[config.mk]
export PLATFORM = sky130hd
export DESIGN_NAME = monitor_producao_param
export DESIGN_NICKNAME = d
export VERILOG_FILES = /design/src/rtl/producao_pkg.sv /design/src/rtl/varredura_7seg.sv /design/src/rtl/monitor_producao_param.sv
export SDC_FILE = /design/constraint.sdc
export NUM_CORES = 1
export LEC_CHECK = 0
export CAP_MARGIN = 10
export CORE_ASPECT_RATIO = 1.4
export CORE_MARGIN = 4
export CORE_UTILIZATION = 64
export DETAILED_ROUTE_END_ITERATION = 10
export PLACE_DENSITY = 0.9
export SETUP_SLACK_MARGIN = 0.2
export SYNTH_ARGS = -nofsm -noshare
export SYNTH_HDL_FRONTEND = slang
export SYNTH_HIERARCHICAL = 1
export SYNTH_SLANG_ARGS = --single-unit
[constraint.sdc]
create_clock -name clk -period 7 [get_ports clk]
set_input_delay 1.4 -clock clk [delete_from_list [all_inputs] [get_ports clk]]
set_output_delay 1.4 -clock clk [all_outputs]
set_load 0.02 [all_outputs]
[src/rtl/producao_pkg.sv]
// Shared types and helpers for the bottle/cork production monitor:
// refill FSM states, 7-segment glyphs and binary-to-BCD for the cork stock.
package producao_pkg;

   localparam int DUZIA = 12;

   localparam logic [1:0] EST_OCIOSO   = 2'd0;
   localparam logic [1:0] EST_RECARGA  = 2'd1;
   localparam logic [1:0] EST_ESGOTADO = 2'd2;

   typedef enum logic [1:0] {
      OCIOSO   = EST_OCIOSO,
      RECARGA  = EST_RECARGA,
      ESGOTADO = EST_ESGOTADO
   } estado_t;

   // Segments ordered g..a, active-low; non-decimal codes are blank.
   function automatic logic [6:0] seg7(input logic [3:0] bcd);
      case (bcd)
         4'd0:    return 7'h40;
         4'd1:    return 7'h79;
         4'd2:    return 7'h24;
         4'd3:    return 7'h30;
         4'd4:    return 7'h19;
         4'd5:    return 7'h12;
         4'd6:    return 7'h02;
         4'd7:    return 7'h78;
         4'd8:    return 7'h00;
         4'd9:    return 7'h10;
         default: return 7'h7F;
      endcase
   endfunction

   // Units are derived mod 16: v - 10*tens is below 10, so 4-bit arithmetic is exact.
   function automatic logic [7:0] bin2bcd99(input logic [6:0] v);
      logic [3:0] d;
      d = 4'd0;
      for (int t = 1; t <= 9; t++) begin
         if (v >= 7'(10 * t)) d = 4'(t);
      end
      return {d, v[3:0] - d * 4'd10};
   endfunction

endpackage

[src/rtl/varredura_7seg.sv]
// Time-multiplexed common-anode display scanner: owns the digit divider and
// scan index, and registers segments and digit enable together.
module varredura_7seg
   import producao_pkg::*;
#(
   parameter int N_DIG = 4,
   parameter int DIV   = 50000
) (
   input  logic                 clk,
   input  logic                 rst,
   input  logic [4*N_DIG-1:0]   bcd,
   output logic [6:0]           seg,
   output logic [N_DIG-1:0]     dig
);

   localparam int IW = (N_DIG > 1) ? $clog2(N_DIG) : 1;
   localparam int DW = (DIV > 1) ? $clog2(DIV) : 1;
   localparam logic [IW-1:0] IDX_ULT = IW'(N_DIG - 1);
   localparam logic [DW-1:0] DIV_ULT = DW'(DIV - 1);

   logic [DW-1:0] cnt;
   logic [IW-1:0] idx;
   logic [IW-1:0] idx_n;

   always_comb begin
      idx_n = idx;
      if (cnt == DIV_ULT) idx_n = (idx == IDX_ULT) ? '0 : idx + IW'(1);
   end

   // Glyph and enable both follow idx_n so they change on the same edge.
   always_ff @(posedge clk) begin
      if (rst) begin
         cnt <= '0;
         idx <= '0;
         dig <= {{(N_DIG-1){1'b1}}, 1'b0};
         seg <= seg7(4'd0);
      end else begin
         cnt <= (cnt == DIV_ULT) ? '0 : cnt + DW'(1);
         idx <= idx_n;
         dig <= ~(N_DIG'(1) << idx_n);
         seg <= seg7(bcd[{idx_n, 2'b00} +: 4]);
      end
   end

endmodule

[src/rtl/monitor_producao_param.sv]
// Bottle/cork production monitor: counts sealed bottles in BCD dozens and
// manages cork stock with budget-limited automatic refills.
module monitor_producao_param
   import producao_pkg::*;
#(
   parameter int DIG_GAR   = 2,
   parameter int ROLHA_INI = 25,
   parameter int ROLHA_MIN = 5,
   parameter int REC_MAX   = 7,
   parameter int SCAN_DIV  = 50000
) (
   input  logic                 clk,
   input  logic                 rst,
   input  logic                 garrafa,
   input  logic                 recarga_manual,
   output logic [6:0]           OUT,
   output logic [DIG_GAR+1:0]   dig,
   output logic                 sem_rolha,
   output logic [3:0]           recargas,
   output logic [1:0]           estado
);

   localparam int N_DIG = DIG_GAR + 2;
   localparam logic [6:0] INI7      = 7'(ROLHA_INI);
   localparam logic [6:0] MIN7      = 7'(ROLHA_MIN);
   localparam logic [3:0] MAX4      = 4'(REC_MAX);
   localparam logic [3:0] PRESC_FIM = 4'(DUZIA - 1);

   logic                   garrafa_ant, manual_ant;
   logic                   ev_gar, ev_man, aceita;
   logic [6:0]             estoque, estoque_n, est_menos;
   logic [7:0]             soma;
   logic [3:0]             orcamento, orc_n;
   logic [3:0]             presc, presc_n;
   logic [4*DIG_GAR-1:0]   duzias, duz_n;
   estado_t                est, est_n;
   logic [7:0]             est_bcd;
   logic [4*N_DIG-1:0]     vis;

   assign ev_gar    = garrafa & ~garrafa_ant;
   assign ev_man    = recarga_manual & ~manual_ant;
   assign aceita    = ev_gar && (estoque != 7'd0);
   assign est_menos = estoque - 7'(aceita);

   always_comb begin : contagem
      logic carry;
      presc_n = presc;
      duz_n   = duzias;
      carry   = 1'b0;
      if (aceita) begin
         if (presc == PRESC_FIM) begin
            presc_n = '0;
            carry   = 1'b1;
            for (int i = 0; i < DIG_GAR; i++) begin
               if (carry) begin
                  if (duzias[4*i +: 4] == 4'd9) begin
                     duz_n[4*i +: 4] = 4'd0;
                  end else begin
                     duz_n[4*i +: 4] = duzias[4*i +: 4] + 4'd1;
                     carry = 1'b0;
                  end
               end
            end
         end else begin
            presc_n = presc + 4'd1;
         end
      end
   end

   // The bottle decrement (est_menos) is applied before the refill addition.
   always_comb begin
      estoque_n = est_menos;
      orc_n     = orcamento;
      est_n     = est;
      soma      = {1'b0, est_menos} + {1'b0, INI7};
      if (ev_man && est != ESGOTADO && orcamento != MAX4) orc_n = orcamento + 4'd1;
      case (est)
         OCIOSO: begin
            if (aceita && est_menos == MIN7 && orcamento != 4'd0)
               est_n = RECARGA;
            else if (aceita && est_menos == 7'd0 && orcamento == 4'd0)
               est_n = ESGOTADO;
         end
         RECARGA: begin
            estoque_n = (soma > 8'd99) ? 7'd99 : soma[6:0];
            orc_n     = ev_man ? orcamento : orcamento - 4'd1;
            est_n     = OCIOSO;
         end
         ESGOTADO: begin
            if (ev_man) begin
               estoque_n = INI7;
               est_n     = OCIOSO;
            end
         end
         default: est_n = OCIOSO;
      endcase
   end

   always_ff @(posedge clk) begin
      if (rst) begin
         garrafa_ant <= 1'b0;
         manual_ant  <= 1'b0;
         estoque     <= INI7;
         orcamento   <= MAX4;
         presc       <= '0;
         duzias      <= '0;
         est         <= OCIOSO;
      end else begin
         garrafa_ant <= garrafa;
         manual_ant  <= recarga_manual;
         estoque     <= estoque_n;
         orcamento   <= orc_n;
         presc       <= presc_n;
         duzias      <= duz_n;
         est         <= est_n;
      end
   end

   assign est_bcd = bin2bcd99(estoque);

   // Display index 0 is the most significant dozen digit.
   always_comb begin
      vis = '0;
      for (int k = 0; k < DIG_GAR; k++) vis[4*k +: 4] = duzias[4*(DIG_GAR-1-k) +: 4];
      vis[4*DIG_GAR +: 4]     = est_bcd[7:4];
      vis[4*(DIG_GAR+1) +: 4] = est_bcd[3:0];
   end

   varredura_7seg #(
      .N_DIG (N_DIG),
      .DIV   (SCAN_DIV)
   ) u_varredura (
      .clk (clk),
      .rst (rst),
      .bcd (vis),
      .seg (OUT),
      .dig (dig)
   );

   assign sem_rolha = (est == ESGOTADO);
   assign recargas  = orcamento;
   assign estado    = est;

endmodule
### Word-level counts from Yosys, hierarchy flattened

Memories as Yosys holds them, arrays and structs flattened. A register that Yosys moved wholly into a read port is not among the register bits.
Cells that the tools add are included.

* register bits: 49
* ROM bits: 112
* input port bits: 4
* output and inout port bits: 18
* word-level logic and storage cells: 98
* memories kept: 1

Memories
* (no name shown): words 16, bits a word 7, rd ports 1, clocked after Yosys merged registers in 1, wr ports 0, RTL line producao_pkg.sv:19 `case (bcd)`

* add/sub/neg operators: 10
* multiply operators: 1
* magnitude comparators: 10
* eq/ne operators: 13
* shift operators: 2
* mux-type cells: 27
* bitwise operators: 5
* reduce and logical (&&, ||, !) cells: 18

Operators by type and width (number)
* 4-bit two-way mux: 14
* 7-bit by 6-bit greater-or-equal comparator with 1-bit output (second input constant): 3
* 7-bit greater-or-equal comparator (second input constant): 3
* 16-bit by 1-bit adder with 16-bit output (second input constant): 1
* 4-bit by 1-bit adder with 4-bit output (second input constant): 4
* 16-bit equality test (second input constant): 1
* 16-bit by 5-bit indexed part select with 4-bit output: 1
* 7-bit by 5-bit greater-or-equal comparator with 1-bit output (second input constant): 2
* 7-bit two-way mux: 2
* 7-bit one-hot mux with 2 select lines: 1
* 4-bit equality test (second input constant): 3
* 2-bit two-way mux: 5
* 7-bit by 5-bit adder with 8-bit output (second input constant): 1
* 8-bit by 7-bit > comparator with 1-bit output (second input constant): 1
* 7-bit by 3-bit equality test with 1-bit output (second input constant): 1
* 7-bit by 4-bit greater-or-equal comparator with 1-bit output (second input constant): 1
* 1-bit logical AND: 7
* 7-bit zero test: 1
* 7-bit nonzero test: 1
* 7-bit by 1-bit subtractor with 7-bit output: 1
* 2-bit AND reduction: 3
* 2-bit equality test (second input constant): 2
* 4-bit zero test: 1
* 4-bit by 3-bit multiplier with 3-bit output (second input constant): 1
* 19 further kinds: 25

### Depth between registers and ports, before layout

* depth after elaboration: 13
* mapped depth: 15
* depth with buffers taken out: 14

### Hierarchy

Netlist, hierarchy kept.

By module, submodules not included
* monitor_producao_param: instances 1, cells each 278, area an instance 2189.6 um^2, sequential area each 540.5 um^2
* varredura_7seg: instances 1, cells each 138, area an instance 1352.5 um^2, sequential area each 580.6 um^2

### Worst setup path before layout

No wires, ideal clock.

* path type: in2reg
* start point: input port garrafa
* end point: register estoque[4]
* library setup time: 0.120 ns
* arrival: 3.943 ns
* path slack: 2.937 ns
* stages on the path: 13
* buffers on the path: 1
* cell sequence: inv_1 > a311oi_4 > ha_1 > ha_1 > inv_1 > ha_1 > clkbuf_1 > nor2b_1 > a21oi_1 > a21o_1 > o31ai_1 > a21oi_1 > a211o_1

* word-level cells in the longest chain between the ends: 7
* elaborated cells on any way between the ends: 8

RTL lines
* start: declaration: RTL line monitor_producao_param.sv:14 `input logic garrafa,`
* 1-bit bitwise AND *: RTL line monitor_producao_param.sv:40 `assign ev_gar = garrafa & ~garrafa_ant;`
* 1-bit logical AND *: RTL line monitor_producao_param.sv:42 `assign aceita = ev_gar && (estoque != 7'd0);`
* via aceita: RTL line monitor_producao_param.sv:30 `logic ev_gar, ev_man, aceita;`
* 7-bit by 1-bit subtractor with 7-bit output *: RTL line monitor_producao_param.sv:43 `assign est_menos = estoque - 7'(aceita);`
* 7-bit by 5-bit adder with 8-bit output: RTL line monitor_producao_param.sv:75 `soma = {1'b0, est_menos} + {1'b0, INI7};`
* 8-bit by 7-bit > comparator with 1-bit output: RTL line monitor_producao_param.sv:85 `estoque_n = (soma > 8'd99) ? 7'd99 : soma[6:0];`
* 7-bit two-way mux: RTL line monitor_producao_param.sv:85
* 7-bit one-hot mux with 2 select lines *: RTL line monitor_producao_param.sv:77 `case (est)`
* end signal: assignment: RTL line monitor_producao_param.sv:111 `estoque <= estoque_n;`
* end: declaration: RTL line monitor_producao_param.sv:31 `logic [6:0] estoque, estoque_n, est_menos;`

The timed path passes the listed nets; every way through them passes the cells marked *.
A chain may end at the register's enable or synchronous reset.

### Worst setup path in the final report

Ends and elaborated chain as after synthesis.

==> flow_summary_export.csv <==
group,metric,value,unit
outcome,status,"finished clean",
grt,grt_max_degree,42,
finish,post-route-util,72.6,%
synthesis,yosys-top-cells-area,"dfxtp_1 (32%), ha_1 (5.7%), nor2_1 (5.3%)",
grt,antenna_found_initial,0,
critical_path,critPathMaxFanout,10,
critical_path,end_kind,"flip-flop",
synthesis,synth_edf_count,0,
route,drtAntennaViolNets,0,
placed_design,gp_congestion,0.916,
grt,overflow,0,
synthesis,synth_xor_area_share,6.92,%
synthesis,synth_compound_area_share,17.5,%
floorplanning,start_util,67.1,%
finish,antenna_cells,0,
floorplanning,dieArea,6810,um2
hold_path,worstHoldPathCells,1,
job,drv_cap,0,
clocking,cts_sinks,56,
critical_path,worstPathCellList,"clkdlybuf4s50_1 -> inv_1 -> a311oi_4 -> ha_1 -> ha_1 -> inv_1 -> ha_1 -> nor2b_1 -> a21oi_1 -> a21o_1 -> o31ai_1 -> a21oi_1 -> a211o_1",
floorplanning,die_y,96.0,um
hold_path,min_from,"u_varredura/cnt[0]",
synthesis,ys_warn_count,6,
clocking,cts_tree,"done",
synthesis,netlist_area,3540,um2
hold_path,hp-class,"reg2reg",
synthesis,synth_largest_area_cell,"dfxtp_1",
critical_path,cp.arrival,4850,ps
hold_path,min_to,"u_varredura/cnt[0]",
sta,timing.final.crit_period,4650,ps
power_and_ir_drop,powerDensity,177,nW/um2
synthesis,synthMuxAreaShare,6.75,%
grt,grt_pass1_vias,2926,
route,drt_first_pass_iters,4,
critical_path,reg2regPathDepth,12,
clocking,path_clk_slew,100,ps
floorplanning,std_cell_rows,31,
route,wl_per_cell,14.8,um
placed_design,io_buffer_count,21,
route,via_per_inst,6.02,
sta,tightest_slew,817,ps
critical_path,start_kind,"input port",
route,via_count,2976,
critical_path,cp_slowest_stage_delay,490,ps
sta,finalMaxSlewViolations,0,
power_and_ir_drop,total_power,678,uW
clocking,cts_resized,0,
synthesis,yosysSeqAreaShare,31.6,%
synthesis,synthArstFlopShare,0,%
clocking,cts_hold_buf,0,
critical_path,cp_common_cell,"ha_1",
critical_path,r2r_setup_slack,2950,ps
critical_path,crit_required,7200,ps
clocking,clock_latency,310,ps
clocking,postCtsSetupBuffers,0,
critical_path,r2r_end,"estoque[4]",
sta,tns,0,ps
placed_design,hpwl,5380,um
sta,worst_slack,2350,ps
floorplanning,die_w,70.9,um
floorplanning,core_area,5280,um2
synthesis,synth_top_area_share,31.6,%
clocking,cts-root-buf,"clkbuf_8",
sta,relSlewSlack,45.4,%
synthesis,yosys.area_share.simple,24.9,%
clocking,cts_buffers,5,
synthesis,synth_ff_type,"dfxtp_1",
synthesis,synth_cell_types,72,
finish,area_growth,8.16,%
placed_design,place_area,3740,um2
synthesis,synthAdderAreaFrac,7.06,%
synthesis,synth-seq-cells,56,
finish,drive_above_1_share,7.94,%
sta,setup_viol,0,
route,drtIter0Drc,142,
power_and_ir_drop,p_leak,0.00143,uW
synthesis,synth_top_family_by_area,"simple AND/OR/NAND/NOR gates",
route,totalWireLength,7290,um
synthesis,syn-instance-count,416,
grt,grtUsageTotal,22.5,%
critical_path,worstSetupPathType,"in2reg",
sta,hold_violations,0,
placed_design,dp_slack,2130,ps
finish,nNetsFinal,449,
route,drc,0,
sta,rsz0062_at_grt,"false",
finish,fillers,425,
synthesis,postSynthAreaPerCell,8.51,um2
grt,grt_pass1_wl,12500,um
floorplanning,ioPinCount,22,
sta,period_share,66.4,%
power_and_ir_drop,worst_ir_drop_vdd,0.143,mV
clocking,clockBufferDepth,2,
finish,stdcell_area,3830,um2
sta,skew,10.7,ps
sta,timing.fmax,215,MHz
clocking,htreeDepth,2,
critical_path,slowest_stage,"a311oi_4",
synthesis,synth_nets,438,
critical_path,r2r-start,"estoque[2]",
[kinds of logic (layout without fill, tap and decap cells)]
kind of cell               count (synthesis)  after routing
DFF                                       56             56
and+or+nand+nor                          165            165
xor gates and xnor gates                  28             28
buffers and inverters                     40             52
AOI/OAI and AO/OA                         89             89
muxes                                     19             19
adders and majority gates                 19             19
[layer usage]
metal	GRT usage (%)	vias up	part of all wire (%)
li1	-	1478	-
met1	23.3	1418	40
met2	43.5	65	54
met3	3.66	15	2.9
met4	10.8	0	2.8
met5	0	-	0
[report_power, final]
part / internal, uW / switching (uW) / leakage, uW
clock network: 72.0 / 107 / 0.0000485
registers: 332 / 21.4 / 0.000454
logic: 68.3 / 77.7 / 0.000928
total: 472 / 206 / 0.00143
[layout by cell type, fill, tap and decap left out, types with 4 or more instances in the layout]
master / synthesis / layout
a31oi_1: 4 / 4
a211oi_1: 5 / 5
clkdlybuf4s50_1: 0 / 21
xor2_1: 11 / 11
ha_1: 16 / 16
clkbuf_8: 0 / 5
mux2i_2: 4 / 4
inv_1: 22 / 22
o21ai_0: 21 / 21
nand3_1: 10 / 10
or3_1: 5 / 5
nor2b_1: 12 / 12
dfxtp_1: 56 / 56
nand2b_1: 9 / 9
xnor2_1: 17 / 17
nand2_1: 35 / 35
nor3b_1: 5 / 5
a21oi_1: 24 / 24
and3_1: 4 / 4
mux2i_1: 9 / 9
nor2_1: 50 / 50
nor3_1: 8 / 8
nand4_1: 5 / 5
[cells in the mapped netlist (all sizes together), types with 11 or more instances]
| master | number |
|---|---|
| a21oi | 25 |
| ha | 16 |
| inv | 22 |
| xor2 | 11 |
| xnor2 | 17 |
| o21ai | 22 |
| nand2 | 35 |
| mux2i | 15 |
| nor2 | 51 |
| clkbuf | 12 |
| dfxtp | 56 |
| nor2b | 12 |
[area by class of cell]
class / instances / area (um2) / area share, %
Sequential cell: 56 / 1120 / 29.3
Inverter: 22 / 82.6 / 2.16
Timing Repair Buffer: 22 / 218 / 5.68
Tap cell: 66 / 82.6 / 2.16
Multi-Input combinational cell: 320 / 2240 / 58.4
Clock buffer: 5 / 68.8 / 1.80
Clock inverter: 3 / 22.5 / 0.588
[critical path, delay by kind of cell]
| family | cells | cell delay (ps) |
|---|---|---|
| simple gates | 1 | 220 |
| compound gates | 6 | 1580 |
| buf+inv | 3 | 690 |
| fa+ha+maj | 3 | 970 |
[sequential cells by signal (all words and copies together), names as in the netlist]
register and count:
recargas 4, duzias 8, u_varredura/seg 7, u_varredura/cnt 16, u_varredura/idx 2, u_varredura/dig 4, estado 2, garrafa_ant 1
estoque 7, presc 4, manual_ant 1
[worst max path at each step]
| stage | start | endpoint | depth (start not counted) |
|---|---|---|---|
| floorplan | garrafa | estoque[4] | 13 |
| global placement | garrafa | estoque[4] | 13 |
| detailed placement | garrafa | estoque[4] | 13 |
| CTS | garrafa | estoque[4] | 13 |
| global route | garrafa | estoque[4] | 13 |
| finish | garrafa | estoque[4] | 13 |
[per-stage QoR]
stage	instances	hold slack, ps
after floorplan	416	413
after global placement	486	427
after detailed placement	486	439
after CTS	494	455
after global routing	494	474
final	494	450
Note: power is estimated with default switching activity, not from simulation.
